--- src/rtl/csa_stream_accumulator.sv ---
// Multi-operand stream adder: operands fold into a carry-save (S, C) pair, and on the
// last operand an iterative carry-propagate phase resolves the pair to binary.
module csa_stream_accumulator #(
    parameter int N     = 8,
    parameter int CNT_W = 8
) (
    input  logic                 clk,
    input  logic                 rst,
    input  logic                 in_valid,
    output logic                 in_ready,
    input  logic [N-1:0]         in_data,
    input  logic                 in_last,
    output logic                 out_valid,
    input  logic                 out_ready,
    output logic [N+CNT_W-1:0]   out_sum,
    output logic [CNT_W-1:0]     out_count,
    output logic                 overflow
);
    localparam int W = N + CNT_W;

    localparam logic [1:0] ACCUM   = 2'd0;
    localparam logic [1:0] RESOLVE = 2'd1;
    localparam logic [1:0] DONE    = 2'd2;

    localparam logic [CNT_W-1:0] CNT_MAX = '1;

    logic [1:0]       state_q, state_d;
    logic [W-1:0]     s_q, s_d;
    logic [W-1:0]     c_q, c_d;
    logic [CNT_W-1:0] cnt_q, cnt_d;
    logic             ovf_q, ovf_d;
    logic [W-1:0]     d_ext;
    logic             in_hs;

    assign d_ext    = {{CNT_W{1'b0}}, in_data};
    assign in_ready = (state_q == ACCUM) & ~rst;
    assign in_hs    = in_valid & in_ready;

    always_comb begin
        state_d = state_q;
        s_d     = s_q;
        c_d     = c_q;
        cnt_d   = cnt_q;
        ovf_d   = ovf_q;
        case (state_q)
            ACCUM: begin
                if (in_hs) begin
                    // 3:2 compression of (S, C, operand) keeps the total redundant
                    s_d = s_q ^ c_q ^ d_ext;
                    c_d = ((s_q & c_q) | (s_q & d_ext) | (c_q & d_ext)) << 1;
                    if (cnt_q == CNT_MAX) begin
                        ovf_d = 1'b1;
                    end else begin
                        cnt_d = cnt_q + 1'b1;
                    end
                    if (in_last) begin
                        state_d = RESOLVE;
                    end
                end
            end
            RESOLVE: begin
                if (c_q == '0) begin
                    state_d = DONE;
                end else begin
                    s_d = s_q ^ c_q;
                    c_d = (s_q & c_q) << 1;
                end
            end
            DONE: begin
                if (out_ready) begin
                    state_d = ACCUM;
                    s_d     = '0;
                    c_d     = '0;
                    cnt_d   = '0;
                    ovf_d   = 1'b0;
                end
            end
            default: begin
                state_d = ACCUM;
            end
        endcase
    end

    always_ff @(posedge clk) begin
        if (rst) begin
            state_q <= ACCUM;
            s_q     <= '0;
            c_q     <= '0;
            cnt_q   <= '0;
            ovf_q   <= 1'b0;
        end else begin
            state_q <= state_d;
            s_q     <= s_d;
            c_q     <= c_d;
            cnt_q   <= cnt_d;
            ovf_q   <= ovf_d;
        end
    end

    // Outputs come straight from state; S is already binary once in DONE.
    assign out_valid = (state_q == DONE);
    assign out_sum   = s_q;
    assign out_count = cnt_q;
    assign overflow  = ovf_q;

endmodule

--- config.mk ---
export PLATFORM = sky130hd
export DESIGN_NAME = csa_stream_accumulator
export DESIGN_NICKNAME = d
export VERILOG_FILES = /design/src/rtl/csa_stream_accumulator.sv
export SDC_FILE = /design/constraint.sdc
export NUM_CORES = 1
export LEC_CHECK = 0
export ABC_CLOCK_PERIOD_IN_PS = 6350
export BUFFER_PORTS_ARGS = -buffer_cell sky130_fd_sc_hd__buf_2
export CAP_MARGIN = 25
export CORE_ASPECT_RATIO = 1.4
export CORE_MARGIN = 5
export CORE_UTILIZATION = 40
export CTS_CLUSTER_SIZE = 8
export DETAILED_ROUTE_END_ITERATION = 12
export PLACE_DENSITY = 0.7
export SLEW_MARGIN = 10
export SYNTH_ARGS = -nofsm -noshare
export SYNTH_HDL_FRONTEND = slang
export SYNTH_SLANG_ARGS = --single-unit
--- constraint.sdc ---
create_clock -name clk -period 6.35 [get_ports clk]
set_input_delay 0.9525 -clock clk [delete_from_list [all_inputs] [get_ports clk]]
set_output_delay 0.9525 -clock clk [all_outputs]
set_load 0.01 [all_outputs]
# Yosys cells after proc, flatten, opt, wreduce, memory -nomap -nowiden
# Cells that the tools add are included.
[word_totals]
elab_cells = 54
reg_bits = 43
in_bits = 13
[classes]
n_reduce_logical = 8
muxes = 20
bitwise_logic = 10
addsub = 1
n_eq_ne = 10
[ops]
columns = ["op", "n"]
rows = [
  ["16-bit one-hot mux with 3 select lines", 2],
  ["16-bit 2-to-1 mux", 5],
  ["15-bit by 8-bit bitwise AND with 15-bit output", 2],
  ["15-bit bitwise OR", 2],
  ["8-bit 2-to-1 mux", 3],
  ["16-bit logical NOT", 1],
  ["8-bit one-hot mux with 2 select lines", 1],
  ["4-bit AND reduction", 4],
  ["16-bit XOR", 1],
  ["16-bit by 8-bit XOR with 16-bit output", 1],
  ["15-bit bitwise AND", 1],
  ["2-bit != test, second input constant", 5],
  ["8-bit by 1-bit adder with 8-bit output, second input constant", 1],
  ["8-bit equality test, second input constant", 1],
  ["2-bit 2-to-1 mux", 4],
  ["2-bit one-hot mux with 3 select lines", 1],
  ["2-bit by 1-bit != test with 1-bit output, second input constant", 2],
  ["1-bit 2-to-1 mux", 3],
  ["3-bit nonzero test", 1],
  ["1-bit bitwise AND", 2],
  ["2-bit by 1-bit equality test with 1-bit output, second input constant", 1],
  ["2-bit equality test, second input constant", 1],
  ["2-bit logical NOT", 1],
  ["1-bit one-hot mux with 2 select lines", 1],
  ["2 further kinds", 2],
]

# Depth between registers and ports, before layout
[logic_depth]
ltp_word = 5
mapped_depth = 8
depth_no_buf = 6

# Worst setup path before layout
# OpenSTA, ideal clock, no wires.
[synth_timing]
path_type = "in2out"
start = "input rst"
end = "output in_ready"
required_time_ns = 5.398
arrival_time_ns = 1.834
cell_stages = 4
slack_ns = 3.564
n_path_buf = 3
path_cell_list = "clkbuf_1 > clkbuf_1 > clkbuf_1 > nor2_1"
[synth_via]
elab_chain_len = 2
[synth_rtl]
columns = ["item", "line", "rtl"]
rows = [
  ["start, declared", "8", "input logic rst,"],
  ["1-bit inverter", "36", "assign in_ready = (state_q == ACCUM) & ~rst;"],
  ["1-bit bitwise AND", "36", ""],
  ["end, declared", "10", "output logic in_ready,"],
]
# Every way passes these cells.

# Worst setup path after layout
[layout_timing]
start = "input rst"
end = "register c_q[13]"
[layout_via]
elab_chain_len = 5
[layout_rtl]
columns = ["item", "line", "rtl"]
rows = [
  ["1-bit inverter", "36", ""],
  ["1-bit bitwise AND", "36", ""],
  ["1-bit bitwise AND", "37", "assign in_hs = in_valid & in_ready;"],
  ["2-bit != test (no source line)", "-", ""],
  ["4-bit AND reduction (no source line)", "-", ""],
  ["end signal, assigned", "88", "c_q <= '0;"],
  ["end signal, assigned", "94", "c_q <= c_d;"],
  ["end, declared", "29", "logic [W-1:0] c_q, c_d;"],
]
# Parallel ways exist; a longest one is shown, timed or not.
# A chain may end at the register's enable or synchronous reset.

==> results by group <==
STA
  • Max Fclk: 344 MHz
  • Endpoints failing setup: 0
  • Clock skew: 0.00578 ns
  • Final setup margin: 3.44 ns
  • Least-Margin Pin Slew: 0.937 ns
  • Slew Limit Fails: 0
  • Min Tclk post-route: 2.91 ns
  • Final Hold Viols: 0
  • Period utilisation layout: 45.8%
  • RSZ-0062 raised after global routing: no
  • Slew margin rel.: 37.5%
  • Setup Total Neg Slack: 0 ns

Setup path
  • Maximum fanout along the worst path: 35
  • CP Launch Type: input port
  • Arrival time at the worst endpoint: 3.05 ns
  • Crit. End Element: register
  • WP buf/inv: 2
  • Critical path's slowest cell: or2_1
  • CP Class: input port to register
  • Worst Path Required: 6.49 ns
  • Crit path max-delay family: simple AND/OR/NAND/NOR gates
  • R2r worst-path depth: 7
  • RR Startpoint: state_q[0]
  • Largest stage delay on the critical path: 0.69 ns
  • CP Depth: 6
  • CP Launch Point: rst
  • CP Cell Sequence: buf_2 -> nand2b_1 -> a211o_1 -> buf_16 -> or2_1 -> o21ai_0

Placed design
  • Placed insts: 372
  • I/O Buffers: 39
  • Pre-CTS setup slack: 2.66 ns
  • Gpl congestion: 0.841
  • Dpl hpwl: 3.95 mm

Final layout
  • Area Growth Syn to Fin: 12.3%
  • Final #Nets: 350
  • Core Util, Final: 46.0%
  • Fillers: 600
  • Multi-input gate area: 1560 um^2
  • Non-Filler Instances: 381
  • Seq. cell area: 841 um^2
  • Share of layout cells above drive strength 1: 19.4%
  • Diodes inserted: 0

Route
  • ANT nets after route: 0
  • DR pass1 iterations: 4
  • DRC errors left: 0
  • Post-Route WL: 5.60 mm
  • Vias per Instance: 5.72
  • Routed WL per cell: 14.7 um
  • DR iter-0 viols: 107
  • Total number of vias: 2181

Synth
  • Synth Area in Simple Gates: 21.9%
  • Post-Synth XOR/XNOR Area: 0%
  • Synth async-reset ratio: 0%
  • Post-synth EDFFs: 0
  • Post-synthesis mux area share: 0.793%
  • Synth Cell Area: 2520 um^2
  • Seq/Total Area, Yosys: 33.3%
  • Adder-Cell Fraction of Synth Area: 16.5%
  • Syn Nets: 323
  • Synth Area in Compound Gates: 22.8%
  • Largest family of logic cells by synthesized area: compound AO/OA/AOI/OAI gates
  • YS warnings: 0
  • Syn Area/Cell: 8.98 um^2
  • Yosys cell types: 43
  • Number of synthesized register bits: 42
  • Ys flop type: dfxtp_1
  • Syn Inst Count: 281

Clocking
  • Post-CTS setup buffers: 0
  • # H-tree levels: 2
  • Worst-path clk slew: 0.08 ns
  • Clk buf depth: 2
  • Clk root buf: clkbuf_8
  • Skew-Pair Late Insertion Delay: 0.29 ns
  • TritonCTS buffer count: 5
  • Post-CTS resize count: 0
  • Sink Count: 42
  • Post-CTS Hold Buffers: 0
  • CTS tree: built

Floorplanning
  • Die footprint: 8020 um^2
  • Row count: 34
  • Top Ports: 40
  • Starting Density: 40.9%
  • Core footprint: 6170 um^2
  • Die Y: 104 um
  • Die width: 77.1 um

Global route
  • Initial antenna violation count: 0
  • Grt total ovfl: 0
  • Vias in the first global route: 2095
  • Largest net degree at the start of global routing: 36
  • First-pass GRT wire length: 9.68 mm
  • Total GRT Usage: 13.9%

Power
  • Overall power: 0.000990 W
  • VDD IR-drop max: 0.000215 V
  • Pwr Density: 349 nW/um^2
  • Leakage: 1.22 nW

Job
  • Max-cap violations: 0

Run status
  • Status: completed

Min path
  • Hold Crit Class: register to register
  • Hold path startpoint: out_sum[0]
  • Hold depth: 2
worst register-to-register path, delay by kind of cell (launching register included):
| kind | cells | cell delay [ns] |
|---|---|---|
| adder cells (fa/ha/maj) | 1 | 0.48 |
| AND/OR/NAND/NOR | 2 | 0.98 |
| buffers and inverters | 2 | 0.36 |
| AO/OA/AOI/OAI | 2 | 0.48 |
| flip-flops | 1 | 0.34 |
synthesized netlist by cell type (5+ instances only):
master     n  area [um^2]
dfxtp_1   42          841
a21oi_1   26          130
ha_1      22          275
o21ai_0   20          100
nor2b_1   19          119
nand2_1   16         60.1
clkbuf_1  15         56.3
nor4_1    15         93.8
o211ai_1  14          105
nor2_1     9         33.8
a31o_2     8         70.1
fa_1       7          140
a31o_1     6         52.6
inv_1      5         18.8
nand3_1    5         25.0
power breakdown:
| part | total, W | internal (W) | leakage (nW) | switching (W) |
|---|---|---|---|---|
| sequential | 0.000341 | 0.000299 | 0.340 | 0.0000423 |
| combinational | 0.000471 | 0.000174 | 0.830 | 0.000298 |
| clock | 0.000178 | 0.0000878 | 0.0482 | 0.0000902 |
placed cells by master (no fill, tap or decap), types with 2 or more instances in the layout:
master    count
nor2b_1      19
buf_2        39
dfxtp_1      42
a31o_1        6
a31o_2        8
inv_1         5
clkbuf_8      6
or4_1         3
a211oi_1      2
nor2_1        9
and3_1        4
or4b_1        2
o21ai_1       2
a31oi_1       2
ha_1         22
or4b_2        2
mux2i_1       2
nor3_1        4
nor4_1       15
nand2b_1      2
a211o_1       2
or3_1         3
fa_1          7
o211ai_1     14
nand4_1       3
o21ai_0      20
o21a_1        2
nand2_1      16
a21oi_1      26
nand3_1       5
cell type report:
class / instances / area share [%]
Inverter: 5 / 0.662
Sequential cell: 42 / 29.7
Timing Repair Buffer: 41 / 8.12
Multi-Input combinational cell: 213 / 55.2
Tap cell: 72 / 3.18
Clock buffer: 7 / 3.05
Clock inverter: 1 / 0.177
metal layers:
layer | global-route usage, % | up-vias | routed length (um)
li1 | - | 1102 | -
met1 | 17.5 | 1031 | 2600
met2 | 23.9 | 43 | 2710
met3 | 3.03 | 5 | 229
met4 | 3.32 | 0 | 49
met5 | 0 | - | 0
path summary, 6_finish.rpt:
path                      to  slack [ns]
setup / recovery     c_q[13]        3.44
hold / removal    out_sum[0]        0.51
setup reg to reg     c_q[13]        3.55
hold reg to reg   out_sum[0]        0.51
registers in the layout, indices dropped and copies added, names as in the netlist:
name,count
out_sum,16
c_q,15
out_count,8
state_q,2
overflow,1
per-stage QoR:
stage                     area [um^2]  hold slack, ns
after floorplan                  2520           0.485
after global placement           2720           0.484
after detailed placement         2720           0.498
after CTS                        2810           0.513
after global routing             2840           0.541
final                            2840           0.513
cell families after synthesis:
| kind of cell | Yosys count |
|---|---|
| adder cells (fa/ha/maj) | 29 |
| AND/OR/NAND/NOR | 93 |
| flip-flops | 42 |
| AO/OA/AOI/OAI | 89 |
| multiplexers | 2 |
| buffers and inverters | 26 |
Power figures use the tool's default switching activity.
